[src/rtl/bep_pkg.sv]
// Shared constants for the BEP frame capture block and its firmware/bench users.
// Holds the default frame length, the offsets of the statistics bytes past the
// frame, and the byte map of the fields inside a BEP frame.
package bep_pkg;

    localparam int BEP_FRAME_BYTES_DEFAULT = 12;

    // Statistics bytes sit directly after the frame bytes in the read map
    localparam int BEP_STATS_COMMIT_OFFSET = 0;
    localparam int BEP_STATS_DROP_OFFSET   = 1;

    // Byte indices of the fields inside a frame
    localparam int BEP_ID_FIRST        = 0;
    localparam int BEP_ID_LAST         = 3;
    localparam int BEP_ROOM_TEMP_FIRST = 4;
    localparam int BEP_ROOM_TEMP_LAST  = 5;
    localparam int BEP_SET_TEMP_FIRST  = 6;
    localparam int BEP_SET_TEMP_LAST   = 7;
    localparam int BEP_STATE_BYTE      = 8;
    localparam int BEP_TAIL_FIRST      = 9;
    localparam int BEP_TAIL_LAST       = 11;

endpackage

[src/rtl/bep_edge_sync.sv]
// Synchroniser for the BEP serial clock/data pair.
// Both lines run through identical flop chains so the data bit seen at a
// detected rising edge is the one that was present with that edge.
module bep_edge_sync #(
    parameter int SYNC_STAGES = 2
) (
    input  logic clk,
    input  logic reset,
    input  logic serial_clock,
    input  logic serial_data,
    output logic sample_strobe,
    output logic sample_bit
);

    logic [SYNC_STAGES-1:0] clk_sync;
    logic [SYNC_STAGES-1:0] dat_sync;
    logic                   clk_prev;

    // Shift both async inputs through parallel chains and remember the last synced clock
    always_ff @(posedge clk) begin
        if (reset) begin
            clk_sync <= '0;
            dat_sync <= '0;
            clk_prev <= 1'b0;
        end else begin
            clk_sync <= {clk_sync[SYNC_STAGES-2:0], serial_clock};
            dat_sync <= {dat_sync[SYNC_STAGES-2:0], serial_data};
            clk_prev <= clk_sync[SYNC_STAGES-1];
        end
    end

    assign sample_strobe = clk_sync[SYNC_STAGES-1] & ~clk_prev;
    assign sample_bit    = dat_sync[SYNC_STAGES-1];

endmodule

[src/rtl/bep_frame_capture.sv]
// BEP frame capture: assembles LSB-first serial frames, commits them to a
// shadow buffer read byte-wise by the host, with hold, ack, overrun and an
// inter-frame gap timeout that throws away partial frames.
// Optional macro BEP_FRAME_STATS_EN adds committed/overrun frame counters
// readable just past the frame bytes.
module bep_frame_capture
    import bep_pkg::*;
#(
    parameter int FRAME_BYTES = BEP_FRAME_BYTES_DEFAULT,
    parameter int ADDR_W      = 4,
    parameter int GAP_CYCLES  = 1024,
    parameter int SYNC_STAGES = 2
) (
    input  logic              clk,
    input  logic              reset,
    input  logic              serial_clock,
    input  logic              serial_data,
    input  logic              hold,
    input  logic              ack,
    input  logic [ADDR_W-1:0] address,
    output logic [7:0]        parallel_out,
    output logic              full,
    output logic              overrun
);

    localparam int FRAME_BITS = FRAME_BYTES * 8;
    localparam int BIT_W      = $clog2(FRAME_BITS + 1);
    localparam int GAP_W      = $clog2(GAP_CYCLES + 1);

    localparam logic [BIT_W-1:0] BIT_LAST = BIT_W'(FRAME_BITS - 1);
    localparam logic [GAP_W-1:0] GAP_MAX  = GAP_W'(GAP_CYCLES);
    localparam logic [GAP_W-1:0] GAP_LAST = GAP_W'(GAP_CYCLES - 1);

    logic                  sample_strobe;
    logic                  sample_bit;
    logic [BIT_W-1:0]      bit_cnt;
    logic [GAP_W-1:0]      gap_cnt;
    logic [FRAME_BITS-1:0] shift_reg;
    logic [FRAME_BITS-1:0] shadow;
    logic                  frame_done;
    logic                  commit_ok;
    logic                  drop_evt;
    logic                  overrun_evt;
    logic [7:0]            rd_byte;

    bep_edge_sync #(
        .SYNC_STAGES (SYNC_STAGES)
    ) u_edge_sync (
        .clk           (clk),
        .reset         (reset),
        .serial_clock  (serial_clock),
        .serial_data   (serial_data),
        .sample_strobe (sample_strobe),
        .sample_bit    (sample_bit)
    );

    // Shift in sampled bits, count them, flag a complete frame and abort stale partial frames
    always_ff @(posedge clk) begin
        if (reset) begin
            bit_cnt    <= '0;
            gap_cnt    <= '0;
            shift_reg  <= '0;
            frame_done <= 1'b0;
        end else begin
            frame_done <= 1'b0;
            if (sample_strobe) begin
                gap_cnt   <= '0;
                shift_reg <= {sample_bit, shift_reg[FRAME_BITS-1:1]};
                if (bit_cnt == BIT_LAST) begin
                    bit_cnt    <= '0;
                    frame_done <= 1'b1;
                end else begin
                    bit_cnt <= bit_cnt + 1'b1;
                end
            end else begin
                if (gap_cnt != GAP_MAX) begin
                    gap_cnt <= gap_cnt + 1'b1;
                end
                if ((gap_cnt == GAP_LAST) && (bit_cnt != '0)) begin
                    bit_cnt <= '0;
                end
            end
        end
    end

    // A finished frame either commits (hold low) or is dropped; overwriting an unread frame is also a loss
    always_comb begin
        commit_ok   = frame_done & ~hold;
        drop_evt    = frame_done & hold;
        overrun_evt = drop_evt | (commit_ok & full & ~ack);
    end

    // Shadow buffer and host status flags; a commit wins over an ack in the same cycle
    always_ff @(posedge clk) begin
        if (reset) begin
            shadow  <= '0;
            full    <= 1'b0;
            overrun <= 1'b0;
        end else begin
            if (commit_ok) begin
                shadow <= shift_reg;
            end
            if (commit_ok) begin
                full <= 1'b1;
            end else if (ack) begin
                full <= 1'b0;
            end
            if (overrun_evt) begin
                overrun <= 1'b1;
            end else if (ack) begin
                overrun <= 1'b0;
            end
        end
    end

`ifdef BEP_FRAME_STATS_EN
    logic [7:0] stat_commits;
    logic [7:0] stat_drops;

    // Wrapping frame statistics, cleared only by reset
    always_ff @(posedge clk) begin
        if (reset) begin
            stat_commits <= 8'h00;
            stat_drops   <= 8'h00;
        end else begin
            if (commit_ok) begin
                stat_commits <= stat_commits + 8'h01;
            end
            if (overrun_evt) begin
                stat_drops <= stat_drops + 8'h01;
            end
        end
    end
`endif

    // Select the addressed byte; anything outside the frame (and stats, if present) reads zero
    always_comb begin
        rd_byte = 8'h00;
        for (int i = 0; i < FRAME_BYTES; i++) begin
            if (int'(address) == i) begin
                rd_byte = shadow[i*8 +: 8];
            end
        end
`ifdef BEP_FRAME_STATS_EN
        if (int'(address) == FRAME_BYTES + BEP_STATS_COMMIT_OFFSET) begin
            rd_byte = stat_commits;
        end
        if (int'(address) == FRAME_BYTES + BEP_STATS_DROP_OFFSET) begin
            rd_byte = stat_drops;
        end
`endif
    end

    // Registered readout gives the host a fixed one-cycle address-to-data latency
    always_ff @(posedge clk) begin
        if (reset) begin
            parallel_out <= 8'h00;
        end else begin
            parallel_out <= rd_byte;
        end
    end

endmodule

[config.mk]
export PLATFORM = sky130hd
export DESIGN_NAME = bep_frame_capture
export DESIGN_NICKNAME = d
export VERILOG_FILES = /design/src/rtl/bep_pkg.sv /design/src/rtl/bep_edge_sync.sv /design/src/rtl/bep_frame_capture.sv
export SDC_FILE = /design/constraint.sdc
export NUM_CORES = 1
export LEC_CHECK = 0
export CAP_MARGIN = 20
export CORE_MARGIN = 5
export CORE_UTILIZATION = 49
export DETAILED_ROUTE_END_ITERATION = 7
export PLACE_DENSITY = 0.65
export SYNTH_ARGS = -nofsm -noshare
export SYNTH_HDL_FRONTEND = slang
export SYNTH_SLANG_ARGS = --single-unit
[constraint.sdc]
create_clock -name clk -period 3.3 [get_ports clk]
set_input_delay 0.33 -clock clk [delete_from_list [all_inputs] [get_ports clk]]
set_output_delay 0.33 -clock clk [all_outputs]
set_load 0.03 [all_outputs]
# Yosys cells after proc, flatten, opt, wreduce, memory -nomap -nowiden
# Index checks and enable logic that the tools add are counted.
# totals
elab_cells,64
output_inout_bits,10
reg_bits,226
input_bits,10
# op_classes
bitwise_logic,10
n_eq_ne,14
n_mux,19
add_sub_neg,2
reduce_logical,8
# ops
operator,count
$mux W8,12
$eq A4 B4 Y1 const B,8
$mux W7,3
$add A11 B1 Y11 const B,1
$eq A11 B10 Y1 const B,1
$ne A11 B11 Y1 const B,1
$eq A4 B3 Y1 const B,2
$add A7 B1 Y7 const B,1
$eq A7 B7 Y1 const B,1
$reduce_bool A7 Y1,1
$reduce_bool A2 Y1,3
$and A1 B1 Y1,5
$eq A4 B2 Y1 const B,1
$logic_not A4 Y1,1
$mux W1,4
$not A1 Y1,4
$reduce_or A2 Y1,2
$logic_and A1 B1 Y1,1
$or A1 B1 Y1,1

# Longest topological paths before layout
# Gate-level depths: netlist of the first run.
# depth
word_depth,13
mapped_depth,7
mapped_depth_nobuf,6

# Modules after synthesis
# From an unflattened synthesis of the first run, not the netlist that was laid out.
# hier_totals
hier_cells,1007
area_unflattened_um2,9048.7
# modules_own_cells
mod,area_per_inst_um2,n_inst,cells_per_inst,seq_area_each_um2
bep_frame_capture,8911.0,1,996,4424.2
bep_edge_sync,137.6,1,11,100.1

# Worst setup path after synthesis of the first run
# No wires, ideal clock.
# synth_timing
path_type,input -> register
start,input port address[0]
end,register parallel_out[0]
arrival_ns,1.432
path_stages,7
slack_ns,1.730
path_cell_list,buf_2 buf_6 buf_6 mux2i_1 nor2_1 a2111oi_0 o32ai_1
# synth_between
elab_chain_cells,13
# synth_rtl
element,line,text
from (decl),bep_frame_capture.sv:20,"input logic [ADDR_W-1:0] address,"
$logic_not A4 Y1,bep_frame_capture.sv:140,if (int'(address) == i) begin
$mux W8 (11 in series),bep_frame_capture.sv:140,
$mux W8 *,bep_frame_capture.sv:140,
to (signal assigned),bep_frame_capture.sv:159,parallel_out <= rd_byte;
to (decl),bep_frame_capture.sv:21,"output logic [7:0] parallel_out,"
# Every way passes the cells marked *; elsewhere a longest branch is shown, timed or not.
# A chain may end at the register's enable or synchronous reset.

# Worst setup path in the final report of the first run
# layout_timing
start,register u_edge_sync.clk_prev
end,register gap_cnt[9]
# layout_between
elab_chain_cells,3
# layout_rtl
element,line,text
from (decl),bep_edge_sync.sv:17,logic clk_prev;
from (signal assigned),bep_edge_sync.sv:28,clk_prev <= clk_sync[SYNC_STAGES-1];
$not A1 Y1,bep_edge_sync.sv:32,assign sample_strobe = clk_sync[SYNC_STAGES-1] & ~clk_prev;
$and A1 B1 Y1,bep_edge_sync.sv:32,
$reduce_or A2 Y1 (no line),n/a,
to (signal assigned),bep_frame_capture.sv:77,gap_cnt <= gap_cnt + 1'b1;
to (decl),bep_frame_capture.sv:37,logic [GAP_W-1:0] gap_cnt;
# Every way passes these cells.

==> run summary, run 1 <==
The run finished with clean final reports. TritonCTS created 25 clock buffers. The total of endpoints with negative setup slack in the final report is 0. The sequential element share of the synthesized area came out at 50.94%. The post-synthesis instance area came out at 8881 um2.

For the worst-skew pair, the clock arrives at the later sink with an insertion delay of 0.51 ns. The count of fill cells added during filler insertion came out at 1704. The worst ir drop on vdd is 458.2 uV. The cell with the most instances on the worst path is sky130_fd_sc_hd__nand2b_1. The total of hold buffers inserted after clock tree synthesis came out at 0. The synthesized area per cell came out at 8.008 um2. Summed over all cells, the static leakage comes to 3.270 nW.

Max-cap violations in this run came to 0. The data arrival time at the worst-slack endpoint is 2.40 ns. The hold violation total from the final report is 0.

For this run, design rule violations remaining after detail routing come to 0. The number of resized instances in the post-cts repair step is 0. Among all stages on the critical path, the largest delay is contributed by sky130_fd_sc_hd__buf_4. The slew at the pin closest to its max-slew limit is 0.9630 ns. In this run, distinct cell masters in the synthesized netlist total 57. The residual overflow from global routing came out at 0. The global-route wire length before repair is 32.93 mm. Setup repair after global routing left no endpoint under its margin. The count of input and output buffers came out at 19. The post-route clock period utilization came out at 59.23%. The core outline area is 17900 um2. The y dimension of the die is 144.6 um. The routed wire length per instance came out at 14.87 um. For this block, the via count after detailed routing is 7131. Power spread over the standard cell area amounts to 564.2 nW/um2. The type of the worst min-delay path is in -> reg.

The first-pass detailed-route iteration total came out at 5. The average via count per standard cell is 5.374. The tree is rooted in a sky130_fd_sc_hd__clkbuf_16. The final max-slew violation count came out at 0. The fmax is 511.6 MHz. The total length of routed wires is 19.74 mm. The slack of the critical path came out at 1.345 ns.

The required arrival time at the worst endpoint came out at 3.74 ns. The floorplan step set the die width to 144.6 um. The post-synthesis sequential element count is 226. The via count of the first global-routing pass came to 6502. Once detail routing completed, the nets flagged for antenna violations numbered 0. The footprint of the multi-input gates came out at 3995 um2.

The number of buffers between clock root and the deepest sink came out at 3. The sequential cells in the finished layout cover a total of 4524 um2. The growth of design area from synthesis to finish came out at 11.74%. In the synthesized netlist the dominant register cell turns out to be sky130_fd_sc_hd__dfxtp_1. TritonCTS built the clock tree. The number of core rows is 49. The clock transition time at the flip-flop clock pins of the worst setup and hold paths is 0.06 ns.

The fraction of layout instances using a drive strength above 1 came out at 6.466%. The number of instances in the synthesized netlist is 1109. The time the final worst path needs with I/O delays and setup is 1.955 ns. The starting density of the core came out at 49.61%. The iteration-0 DRC count of the detailed router came out at 533. The worst setup path is of the reg -> reg kind.

Global routing used 19.16% of the available tracks across all layers. The worst pin sits at a relative slew slack of 35.80%. The floorplan step defined a die boundary enclosing 20920 um2. 20 I/O pins were placed. The final design instance area without fill came out at 9923 um2. The number of antenna diodes in the final layout is 0.

The number of warnings printed during yosys synthesis is 0. On the final layout, the worst hold slack is 0.3815 ns. The delay of the slowest cell on the worst path came out at 0.46 ns.

Traced cell by cell, the critical path runs through nand2b_4 -> buf_4 -> nand2b_1 -> nand2b_1 -> nor2_1. In this run the cell area measured after placement is 9134 um2. The post-DP HPWL is 11.94 mm. The total power came out at 5.599 mW. Entering global routing, the biggest net connects 130 pins.

In this run the number of H-tree levels came out at 1. The worst setup path is launched from a flop. Post-CTS timing repair inserted 0 buffers for setup.

After the last flow step, the layout net total stands at 1095. In this run, synthesis inferred 0 flip-flops with an integrated enable. The sum of negative setup slack came out at 0 ns.

The routability congestion estimate from global placement is 0.8346. The worst setup path is captured at a flop. Counting every net in the synthesized netlist gives 1123. The initial antenna violation count came out at 0. Prior to clock tree synthesis, the placed netlist has a worst setup slack of 0.9242 ns.

The maximum net fanout on the critical path came out at 39. The post-synthesis async set-or-reset flop share came out at 0%. The worst clock skew came out at 0.009029 ns. For this design, the sink count on the clock tree is 226.
[where the power goes]
group	switching [mW]	total (mW)	leakage [nW]	internal [mW]
logic	0.142	0.200	1.05	0.0582
registers	0.00937	2.75	1.82	2.74
clock network	1.07	2.65	0.397	1.58
[final timing paths]
check	startpoint	endpoint	slack, ns	cells after the start
worst max register to register	u_edge_sync.clk_prev	gap_cnt[9]	1.35	5
worst min register to register	u_edge_sync.clk_sync[0]	u_edge_sync.clk_sync[1]	0.43	1
worst max-delay path	u_edge_sync.clk_prev	gap_cnt[9]	1.35	5
worst min-delay path	serial_data	u_edge_sync.dat_sync[0]	0.38	2
[layout by cell type (no fill, tap or decap), drive strengths merged, types with 5 or more instances in the layout]
cell	n
buf	13
mux4	6
nor2	22
inv	10
clkbuf	35
nand2b	12
a21oi	203
nor2b	13
xor2	8
nand3	9
nand4	5
o21ai	11
clkinv	7
mux2i	19
nor3	5
nand3b	12
a2bb2oi	6
clkdlybuf4s50	16
nand2	398
a31oi	9
dfxtp	226
[metrics by stage]
stage,instances,utilization (%)
2_1_floorplan,1109,-
3_3_place_gp,1283,51.02
3_5_place_dp,1283,51.02
4_1_cts,1327,55.43
5_1_grt,1327,55.43
6_report,1327,55.43
[critical path: cells and delay by family (launching register included)]
family                 cells  cell delay [ns]
flip-flops                 1             0.37
AND/OR/NAND/NOR            4             1.06
buffers and inverters      1             0.46
[Yosys cell counts, drive strengths merged (11+ instances only)]
master,count,area (um2)
a21oi,203,1016
buf,24,132.6
clkbuf,60,225.2
dfxtp,226,4524
mux2i,19,190.2
nand2,398,1496
nand2b,12,75.07
nand3b,12,90.09
nor2,22,82.58
nor2b,13,81.33
o21ai,11,58.80
[cell families (layout without fill, tap and decap cells)]
family / count (synthesis) / after routing / synth area share [%]
compound gates: 256 / 256 / 15.92
mux: 29 / 29 / 4.170
buf+inv: 93 / 82 / 4.410
simple gates: 492 / 492 / 23.11
xor+xnor: 9 / 9 / 0.8876
fa+ha+maj: 4 / 4 / 0.5636
flops: 226 / 226 / 50.94
[layer usage]
| metal | track usage, % | part of all wire [%] | wire length [um] |
|---|---|---|---|
| met4 | 3.780 | 1.7 | 333 |
| met5 | 0 | 0 | 0 |
| met3 | 3.108 | 4.4 | 876 |
| met1 | 28.35 | 49 | 9736 |
| met2 | 29.80 | 45 | 8792 |
[final cells by class]
cell class / count / area share (%)
sequential: 226 / 45.59
multi-input combinational: 790 / 40.26
clock buffer: 35 / 7.187
timing repair buffer: 29 / 2.963
tap: 229 / 2.887
clock inverter: 9 / 0.7691
inverter: 9 / 0.3404
Power figures use the tool's default switching activity.
==> run 2, diff against run 1 <==
PLACE_DENSITY = 0.68   (was 0.65)
clock period = 1.7 ns   (was 3.3 ns; I/O delays follow)
==> run summary, run 2 (same netlist as run 1, synthesis figures left out) <==
The run finished with clean final reports. The number of resized instances in the post-cts repair step is 5. The number of buffers between clock root and the deepest sink is 3. For this run the aggregate overflow at the end of global routing stands at 0. The number of diodes came out at 0.

Clock latency on the worst-skew pair, taken at its later pin, is 0.51 ns. The final max-slew violation count was 0. The footprint of the multi-input gates is 3998 um2. Max-cap violations in this run came to 0. In this run the tool buffered the top-level ports with 19 buffer cells. The slew at the pin closest to its max-slew limit is 0.4394 ns. The power density relative to cell area came out at 1096 nW/um2. The y dimension of the die is 144.6 um. The total length of routed wires came out at 20.92 mm. The iteration-0 DRC count of the detailed router came out at 595. The fmax is 603.0 MHz. Setup violations remaining at the end of the flow were counted as 0. The number of antenna-violating nets in the routed design is 0. The required arrival time at the worst endpoint came out at 1.53 ns. STA classifies the critical path endpoint as an output pin. The total power is 11.30 mW.

The setup path with the least slack is of type reg -> out. For this run, the number of standard cells in the final layout without fillers is 1360. The first-pass detailed-route iteration total came out at 5.

TritonCTS built the clock tree. The starting density of the core is 49.61%. The global-route wire length before repair came out at 34.30 mm.

The area of placed instances came out at 9457 um2. The growth of design area from synthesis to finish came out at 16.15%. The number of remaining DRC errors came out at 0.

The register-to-register path setup slack is 0.12 ns. The total die area came out at 20920 um2. The fraction of layout instances using a drive strength above 1 came out at 9.461%. The area of all sequential standard cells came out at 4526 um2. The data arrival time at the worst-slack endpoint is 1.49 ns. The number of placed I/O pins is 20. The cell leakage power is 3.565 nW. The number of placed instances, taps included is 1316. The master cell of the clock root buffer is sky130_fd_sc_hd__clkbuf_16. Of all nets on the critical path, the largest fanout is 1. The min-delay analysis places its worst path in the category in -> reg.

Headroom to the max-slew limit came out at 69.95%. The deepest level of the CTS H-tree is 1. Leaving out fill and tap cells, the most frequent cell in the layout is sky130_fd_sc_hd__nand2_1. The buffers inserted during post-CTS setup optimization came out at 0. The number of buffers created by CTS is 24. Entering global routing, the biggest net connects 91 pins. After legalization and detailed placement, the total HPWL measured 13.19 mm.

The routed wire length per instance came out at 15.38 um. Across all layers, the routed design uses 7412 vias. The clock transition time at the flip-flop clock pins of the worst setup and hold paths came out at 0.06 ns. The post-route clock period utilization is 97.55%. The number of core rows came out at 49.

Routability-driven placement finished with a final weighted congestion of 0.8978. The worst setup path is launched from a flop. The clock drives 226 sinks. The worst ir drop on vdd is 1026 uV. Among cell families on the critical path, the largest total delay comes from buffers and inverters. The die extent in x came out at 144.6 um.

The via count of the first global-routing pass is 6625. The count of buffering cells on the critical path with inverters included came out at 1. The critical path goes through clkdlybuf4s50_1. Global routing consumed, over all layers together, 19.92% of the routing resources. The time the final worst path needs with I/O delays and setup is 1.658 ns. The total of hold buffers inserted after clock tree synthesis is 0. The worst hold slack is 0.04027 ns. The delay of the slowest cell on the worst path is 0.66 ns. The hold violation total from the final report came out at 0. The worst clock skew came out at 0.01338 ns. The count of fill cells added during filler insertion is 1640. The average via count per standard cell came out at 5.450.

The core region is 17900 um2. The final design instance area without fill is 10310 um2. The number of nets in the final layout is 1127. On the critical path, the stage with the largest delay is an instance of sky130_fd_sc_hd__clkdlybuf4s50_1. In the layout the commonest cells are sky130_fd_sc_hd__nand2_1 (397), sky130_fd_sc_hd__dfxtp_1 (225), sky130_fd_sc_hd__a21oi_1 (203), sky130_fd_sc_hd__buf_4 (34), sky130_fd_sc_hd__clkbuf_16 (25). The initial antenna violation count is 0.
-- run 2: report_power, final --
group | internal [mW] | switching (mW) | total (mW)
clock network | 3.43 | 2.08 | 5.51
logic | 0.162 | 0.298 | 0.460
registers | 5.32 | 0.0127 | 5.33
-- run 2: per-layer routing --
metal / vias up / GRT usage [%] / part of all wire (%)
li1: 3714 / - / -
met1: 3511 / 29.65 / 49
met2: 158 / 31.04 / 45
met3: 29 / 2.811 / 4.6
met4: 0 / 3.976 / 1.4
met5: - / 0 / 0
-- run 2: final timing paths --
kind | startpoint | end | cells after the start
worst min-delay path | reset | u_edge_sync.dat_sync[0] | 2
worst min register to register | u_edge_sync.dat_sync[1] | shift_reg[95] | 2
worst max-delay path | parallel_out[2] | parallel_out[2] | 1
worst max register to register | bit_cnt[1] | bit_cnt[6] | 5
-- run 2: metrics by stage --
step                worst slack, ns  TNS (ns)  util [%]
floorplan                    0.2138         0         -
global placement           -0.02276  -0.02276     52.82
detailed placement         -0.05322  -0.06939     52.82
CTS                        0.003826         0     57.54
global route               -0.01539  -0.01539     57.62
finish                      0.04161         0     57.62
-- run 2: cell type report --
type,instances,area share [%]
tap,229,2.778
clock inverter,12,1.638
multi-input combinational,790,38.76
timing repair buffer,62,6.016
sequential,226,43.87
inverter,9,0.3275
clock buffer,32,6.611
